**src/rtl/calc_operand_sequencer.sv**
```systemverilog
// Button-stepped operand front-end for the ADDER: enters A, B and opcode,
// lets the datapath settle, then latches R/ovf for display.
module calc_operand_sequencer #(
   parameter int WIDTH  = 4,
   parameter int OPW    = 3,
   parameter int SETTLE = 2
) (
   input  logic             clk,
   input  logic             rst_n,
   input  logic [WIDTH-1:0] sw,
   input  logic [OPW-1:0]   op_sw,
   input  logic             enter,
   input  logic             clear,
   output logic [WIDTH-1:0] V1,
   output logic [WIDTH-1:0] V2,
   output logic [OPW-1:0]   OP,
   input  logic [WIDTH-1:0] R_in,
   input  logic             ovf_in,
   output logic [WIDTH-1:0] result,
   output logic             result_ovf,
   output logic             result_valid,
   output logic             busy,
   output logic [2:0]       state
);

   typedef enum logic [2:0] {
      S_GET_A  = 3'd0,
      S_GET_B  = 3'd1,
      S_GET_OP = 3'd2,
      S_SETTLE = 3'd3,
      S_SHOW   = 3'd4
   } state_t;

   localparam logic [3:0] CLOAD = 4'(SETTLE - 1);

   logic s1, s2, prev;
   logic enter_pulse;

   state_t           cur, nxt;
   logic [3:0]       cnt, cnt_n;
   logic [WIDTH-1:0] v1_n, v2_n, res_n;
   logic [OPW-1:0]   op_n;
   logic             rovf_n, rv_n, busy_n;

   // synchronizer survives clear so a held button cannot re-fire
   always_ff @(posedge clk) begin
      if (!rst_n) begin
         s1   <= 1'b0;
         s2   <= 1'b0;
         prev <= 1'b0;
      end else begin
         s1   <= enter;
         s2   <= s1;
         prev <= s2;
      end
   end

   assign enter_pulse = s2 & ~prev;

   always_comb begin
      nxt    = cur;
      cnt_n  = cnt;
      v1_n   = V1;
      v2_n   = V2;
      op_n   = OP;
      res_n  = result;
      rovf_n = result_ovf;
      rv_n   = result_valid;
      busy_n = busy;
      if (clear) begin
         nxt    = S_GET_A;
         cnt_n  = '0;
         v1_n   = '0;
         v2_n   = '0;
         op_n   = '0;
         res_n  = '0;
         rovf_n = 1'b0;
         rv_n   = 1'b0;
         busy_n = 1'b0;
      end else begin
         unique case (cur)
            S_GET_A: if (enter_pulse) begin
               v1_n = sw;
               rv_n = 1'b0;
               nxt  = S_GET_B;
            end
            S_GET_B: if (enter_pulse) begin
               v2_n = sw;
               nxt  = S_GET_OP;
            end
            S_GET_OP: if (enter_pulse) begin
               op_n   = op_sw;
               cnt_n  = CLOAD;
               busy_n = 1'b1;
               nxt    = S_SETTLE;
            end
            S_SETTLE: begin
               if (cnt == 4'd0) begin
                  res_n  = R_in;
                  rovf_n = ovf_in;
                  rv_n   = 1'b1;
                  busy_n = 1'b0;
                  nxt    = S_SHOW;
               end else begin
                  cnt_n = cnt - 4'd1;
               end
            end
            S_SHOW: if (enter_pulse) nxt = S_GET_A;
            default: nxt = S_GET_A;
         endcase
      end
   end

   always_ff @(posedge clk) begin
      if (!rst_n) begin
         cur          <= S_GET_A;
         cnt          <= '0;
         V1           <= '0;
         V2           <= '0;
         OP           <= '0;
         result       <= '0;
         result_ovf   <= 1'b0;
         result_valid <= 1'b0;
         busy         <= 1'b0;
      end else begin
         cur          <= nxt;
         cnt          <= cnt_n;
         V1           <= v1_n;
         V2           <= v2_n;
         OP           <= op_n;
         result       <= res_n;
         result_ovf   <= rovf_n;
         result_valid <= rv_n;
         busy         <= busy_n;
      end
   end

   assign state = cur;

endmodule

```
**config.mk**
```make
export PLATFORM = sky130hd
export DESIGN_NAME = calc_operand_sequencer
export DESIGN_NICKNAME = d
export VERILOG_FILES = /design/src/rtl/calc_operand_sequencer.sv
export SDC_FILE = /design/constraint.sdc
export NUM_CORES = 1
export LEC_CHECK = 0
export ABC_AREA = 1
export CORE_MARGIN = 1.5
export CORE_UTILIZATION = 35
export DETAILED_ROUTE_END_ITERATION = 10
export GPL_ROUTABILITY_DRIVEN = 0
export HOLD_SLACK_MARGIN = 0.12
export PLACE_DENSITY = 0.71
export SETUP_SLACK_MARGIN = 0.4
export SLEW_MARGIN = 5
export SYNTH_ARGS = -nofsm -noshare
export SYNTH_HDL_FRONTEND = slang
export SYNTH_SLANG_ARGS = --single-unit
```
**constraint.sdc**
```tcl
create_clock -name clk -period 1.55 [get_ports clk]
set_input_delay 0.2325 -clock clk [delete_from_list [all_inputs] [get_ports clk]]
set_output_delay 0.2325 -clock clk [all_outputs]
set_load 0.02 [all_outputs]
```
# [After elaboration in Yosys (flattened, before gate mapping)]
# Index checks and enable logic that the tools add are counted.
# Widths: inputs -> output; s select.
[classes] n_addsub=1 eq_ne=10 muxes=15 bitwise=3 n_reduce_logical=13
[op_table] op="$mux 3" n=5
[op_table] op="$pmux 3 s5" n=1
[op_table] op="$ne 2x2->1 const B" n=6
[op_table] op="$reduce_and 3->1" n=3
[op_table] op="$mux 4" n=2
[op_table] op="$pmux 4 s2" n=1
[op_table] op="$reduce_and 2->1" n=4
[op_table] op="$eq 3x2->1 const B" n=2
[op_table] op="$reduce_and 5->1" n=1
[op_table] op="$logic_not 4->1" n=1
[op_table] op="$mux 1" n=4
[op_table] op="$pmux 1 s2" n=2
[op_table] op="$reduce_bool 2->1" n=2
[op_table] op="$sub 4x1->4 const B" n=1
[op_table] op="$eq 3x1->1 const B" n=1
[op_table] op="$eq 3x3->1 const B" n=1
[op_table] op="$logic_not 3->1" n=1
[op_table] op="$not 1->1" n=2
[op_table] op="$reduce_or 2->1" n=1
[op_table] op="$and 1x1->1" n=1
[word_totals] ff_bits=28 in_bits=16 out_inout_bits=21 elab_cells=54

# [Logic depth before layout (Yosys ltp)]
[depth] word_depth=4 depth_mapped=9 depth_no_buf=9

# [Least setup slack after synthesis]
# Ideal clock, no wire load.
[synth_path] path_type="flip-flop to flip-flop" from="register cur[0] (netlist: state[0])" to="register cnt[1]" setup_time_ns=0.066 arrival_time_ns=1.236 t_required_ns=1.484 setup_slack_ns=0.248 path_stages_with_launch=7 path_buffers=1 synth_period_minus_slack_ns=1.302 path_cell_list="dfxtp_1 buf_2 nand2_2 nor2_4 nand2_2 or2_1 a21oi_2"
[synth_via] elab_chain_cells=3 word_cells_on_any_way=7 classes_between="eq/ne (4); mux (1); reduce/logical (2)"
[synth_rtl] element="from (decl)" line_no="39" rtl="state_t cur, nxt;"
[synth_rtl] element="from (signal assigned)" line_no="126" rtl="cur <= nxt;"
[synth_rtl] element="$eq 3x2->1" line_no="81" rtl="unique case (cur)"
[synth_rtl] element="$ne 2x2->1 (no line) or $reduce_bool 2->1 (tied branches)"
[synth_rtl] element="$reduce_and 3->1 (no line)"
[synth_rtl] element="to (signal assigned)" line_no="127" rtl="cnt <= cnt_n;"
[synth_rtl] element="to (decl)" line_no="40" rtl="logic [3:0] cnt, cnt_n;"
# Several ways; a longest one is shown, not always the timed one.
# A chain may end at the register's enable or synchronous reset.

# [Worst setup path in the final report]
[layout_path] from="register s2" to="register cnt[0]"
[layout_via] elab_chain_cells=3
[layout_rtl] element="from (decl)" line_no="36" rtl="logic s1, s2, prev;"
[layout_rtl] element="from (signal assigned)" line_no="49" rtl="s2 <= 1'b0;"
[layout_rtl] element="from (signal assigned)" line_no="53" rtl="s2 <= s1;"
[layout_rtl] element="$and 1x1->1" line_no="58" rtl="assign enter_pulse = s2 & ~prev;"
[layout_rtl] element="$ne 2x2->1 (no line)"
[layout_rtl] element="$reduce_and 3->1 (no line)"
# Every way passes these cells.

==> impl_metrics.yaml <==
status:
  outcome: "finished clean"
synth:
  synth_common_cells: "46 x nor2_1, 28 x dfxtp_1, 21 x inv_1, 21 x nand2_1, 17 x o21ai_0"
  synthTopCellsByArea: "dfxtp_1 47%, nor2_1 15%, o21ai_0 7.2%"
  synth-seq-cells: 28
  async_flop_share_pct: 0
  yosys.area.top_type_share_pct: 47.2
  yosysSeqAreaShare_pct: 47.2
  synthCells: 166
  synth_nets: 184
  ys.flop_type: "dfxtp_1"
  yosys.area.top_type: "dfxtp_1"
  synth_area_um2: 1190
  synth-edff-count: 0
  yosysUniqueCellTypes: 21
  avgSynthCellArea_um2: 7.15
  yosysMostFrequentCell: "nor2_1"
  yosysWarningCount: 0
setup_path:
  start_kind: "register"
  rrSetupSlack_ns: 0.33
  worst_path_max_delay_cell: "dfxtp_2"
  critPathRequiredTime_ns: 1.82
  criticalPathCategory: "reg -> reg"
  path_cells: "inv_2 -> nor2_4 -> nand3_4 -> nand2_4 -> nand2_4 -> nand2_1 -> nand2_1 -> nor2_1"
  path_buf_inv: 1
  critical-path-top-delay-family: "simple AND/OR/NAND/NOR gates"
  arrival_ns: 1.49
  cpPeakStageDelay_ns: 0.38
  cp_max_fo: 5
  cp-end-kind: "register"
placement:
  dp.cells: 245
  dp_slack_ns: 0.138
  portBuffers: 36
  hpwl_um: 1920
grt:
  antenna_found_initial: 0
  grt_pass1_vias: 1110
  grt_max_degree: 22
  globalRouteOverflowTotal: 0
  track_usage_pct: 17.4
  grt_pass1_wl_um: 4730
detailed_routing:
  dr_total_vias: 1221
  routed_via_density: 4.61
  drc: 0
  wl_per_cell_um: 11.7
  postRouteAntennaNets: 0
  first_pass_iters: 4
  drt_iter0_drc: 29
  routed_wl_um: 3100
sta:
  rsz0062_at_grt: "yes"
  fmax_mhz: 821
  slew_headroom_pct: 83.7
  maxSlewViolCount: 0
  fin_crit_sh_pct: 78.6
  fin_tns_setup_ns: 0
  finClkSkew_ns: 0.00776
  hold_ws_ns: 0.410
  setup_viol: 0
  min_period_ns: 1.22
  hold_viol: 0
  setup_ws_ns: 0.331
  worst_pin_slew_ns: 0.243
cells_and_area:
  area_growth_syn_to_layout_pct: 56.3
  antenna_cells: 0
  final_cells: 265
  layout-drive-gt1-share_pct: 40.7
  nFillCells: 305
  layout.nets: 240
die:
  die_h_um: 61.2
  fp.dieArea_um2: 3750
  rows: 20
  die_width_um: 61.2
  pin_count: 37
  core_area_um2: 3130
  start_util_pct: 38.0
power:
  power_mw: 1.20
  irDropWorstVdd_mv: 0.409
  power_density_nw_per_um2: 648
  p_leak_nw: 0.819
hold_path:
  hp-class: "in -> reg"
cts:
  path_clk_slew_ns: 0.15
  cts_tree: "done"
  clockRootBuffer: "clkbuf_4"
  numCtsBuffers: 3
  hold_buffers: 0
  cts.sinks: 28
  insertion_delay_ns: 0.33
  cts_htree_levels: 1
  clockBufferDepth: 2
flow_run:
  maxCapViolations: 0
==> path summary, 6_finish.rpt <==
path                            startpoint  cells past startpoint  endpoint
worst min register to register          s1                      2        s2
worst min-delay path                 enter                      3        s1
worst max-delay path                    s2                      8    cnt[0]
worst max register to register          s2                      8    cnt[0]
==> layout make-up <==
class                      instances  area, µm²  area share (%)
sequential                        28        578            31.2
inverter                          22       85.1            4.59
clock buffer                       4       36.3            1.96
multi-input combinational        113        657            35.4
timing repair buffer              54        444            23.9
tap                               44       55.1            2.97
==> state kept, by name, summed over array words and instances (netlist names) <==
signal        count
result_ovf        1
OP                3
result            4
V1                4
busy              1
state             3
V2                4
s2                1
prev              1
s1                1
result_valid      1
cnt               4
==> cells by family (layout without fill, tap and decap cells) <==
logic type      count (synthesis)  in the layout  synth area share [%]
compound gates                 25             25                  11.1
simple gates                   86             86                  31.6
buf+inv                        25             80                  8.01
flops                          28             28                  47.2
fa+ha+maj                       2              2                  2.11
==> per-layer routing <==
metal	vias up	global-route usage [%]	wire length, µm
li1	632	-	-
met1	546	19.2	1320
met2	39	31.9	1600
met3	4	2.94	128
met4	0	8.70	51
met5	-	0	0
==> stage by stage <==
stage,area [µm²],util (%)
5_1_grt,1860,59.3
3_5_place_dp,1620,51.8
6_report,1860,59.3
2_1_floorplan,1190,-
4_1_cts,1710,54.7
3_3_place_gp,1620,51.8
==> placed cells by master (no fill, tap or decap), drive strengths merged <==
cell type / instances
o21ai: 17
clkbuf: 4
nand3: 6
nand2: 26
nor2: 49
buf: 39
dfxtp: 28
clkdlybuf4s50: 15
ha: 2
nand4: 2
a21oi: 7
nor3: 2
or2: 1
o211ai: 1
inv: 22
==> what timing repair did <==
item	in CTS	in global routing
endpoints found under the hold margin	0	0
pin swaps	9	13
endpoints found under the setup margin	43	29
resized for setup	115	40
buffers inserted	10	6
==> worst min-delay path, delay by kind of cell <==
| family | cells | cell delay, ns |
|---|---|---|
| buffers and inverters | 2 | 0.42 |
| AND/OR/NAND/NOR | 1 | 0.06 |
==> where the power goes <==
group          switching (mW)  internal (mW)  leakage, nW
registers             0.00645          0.723        0.231
clock network           0.212          0.144       0.0210
logic                  0.0526         0.0655        0.567
total                   0.271          0.932        0.819
Power figures use the tool's default switching activity.
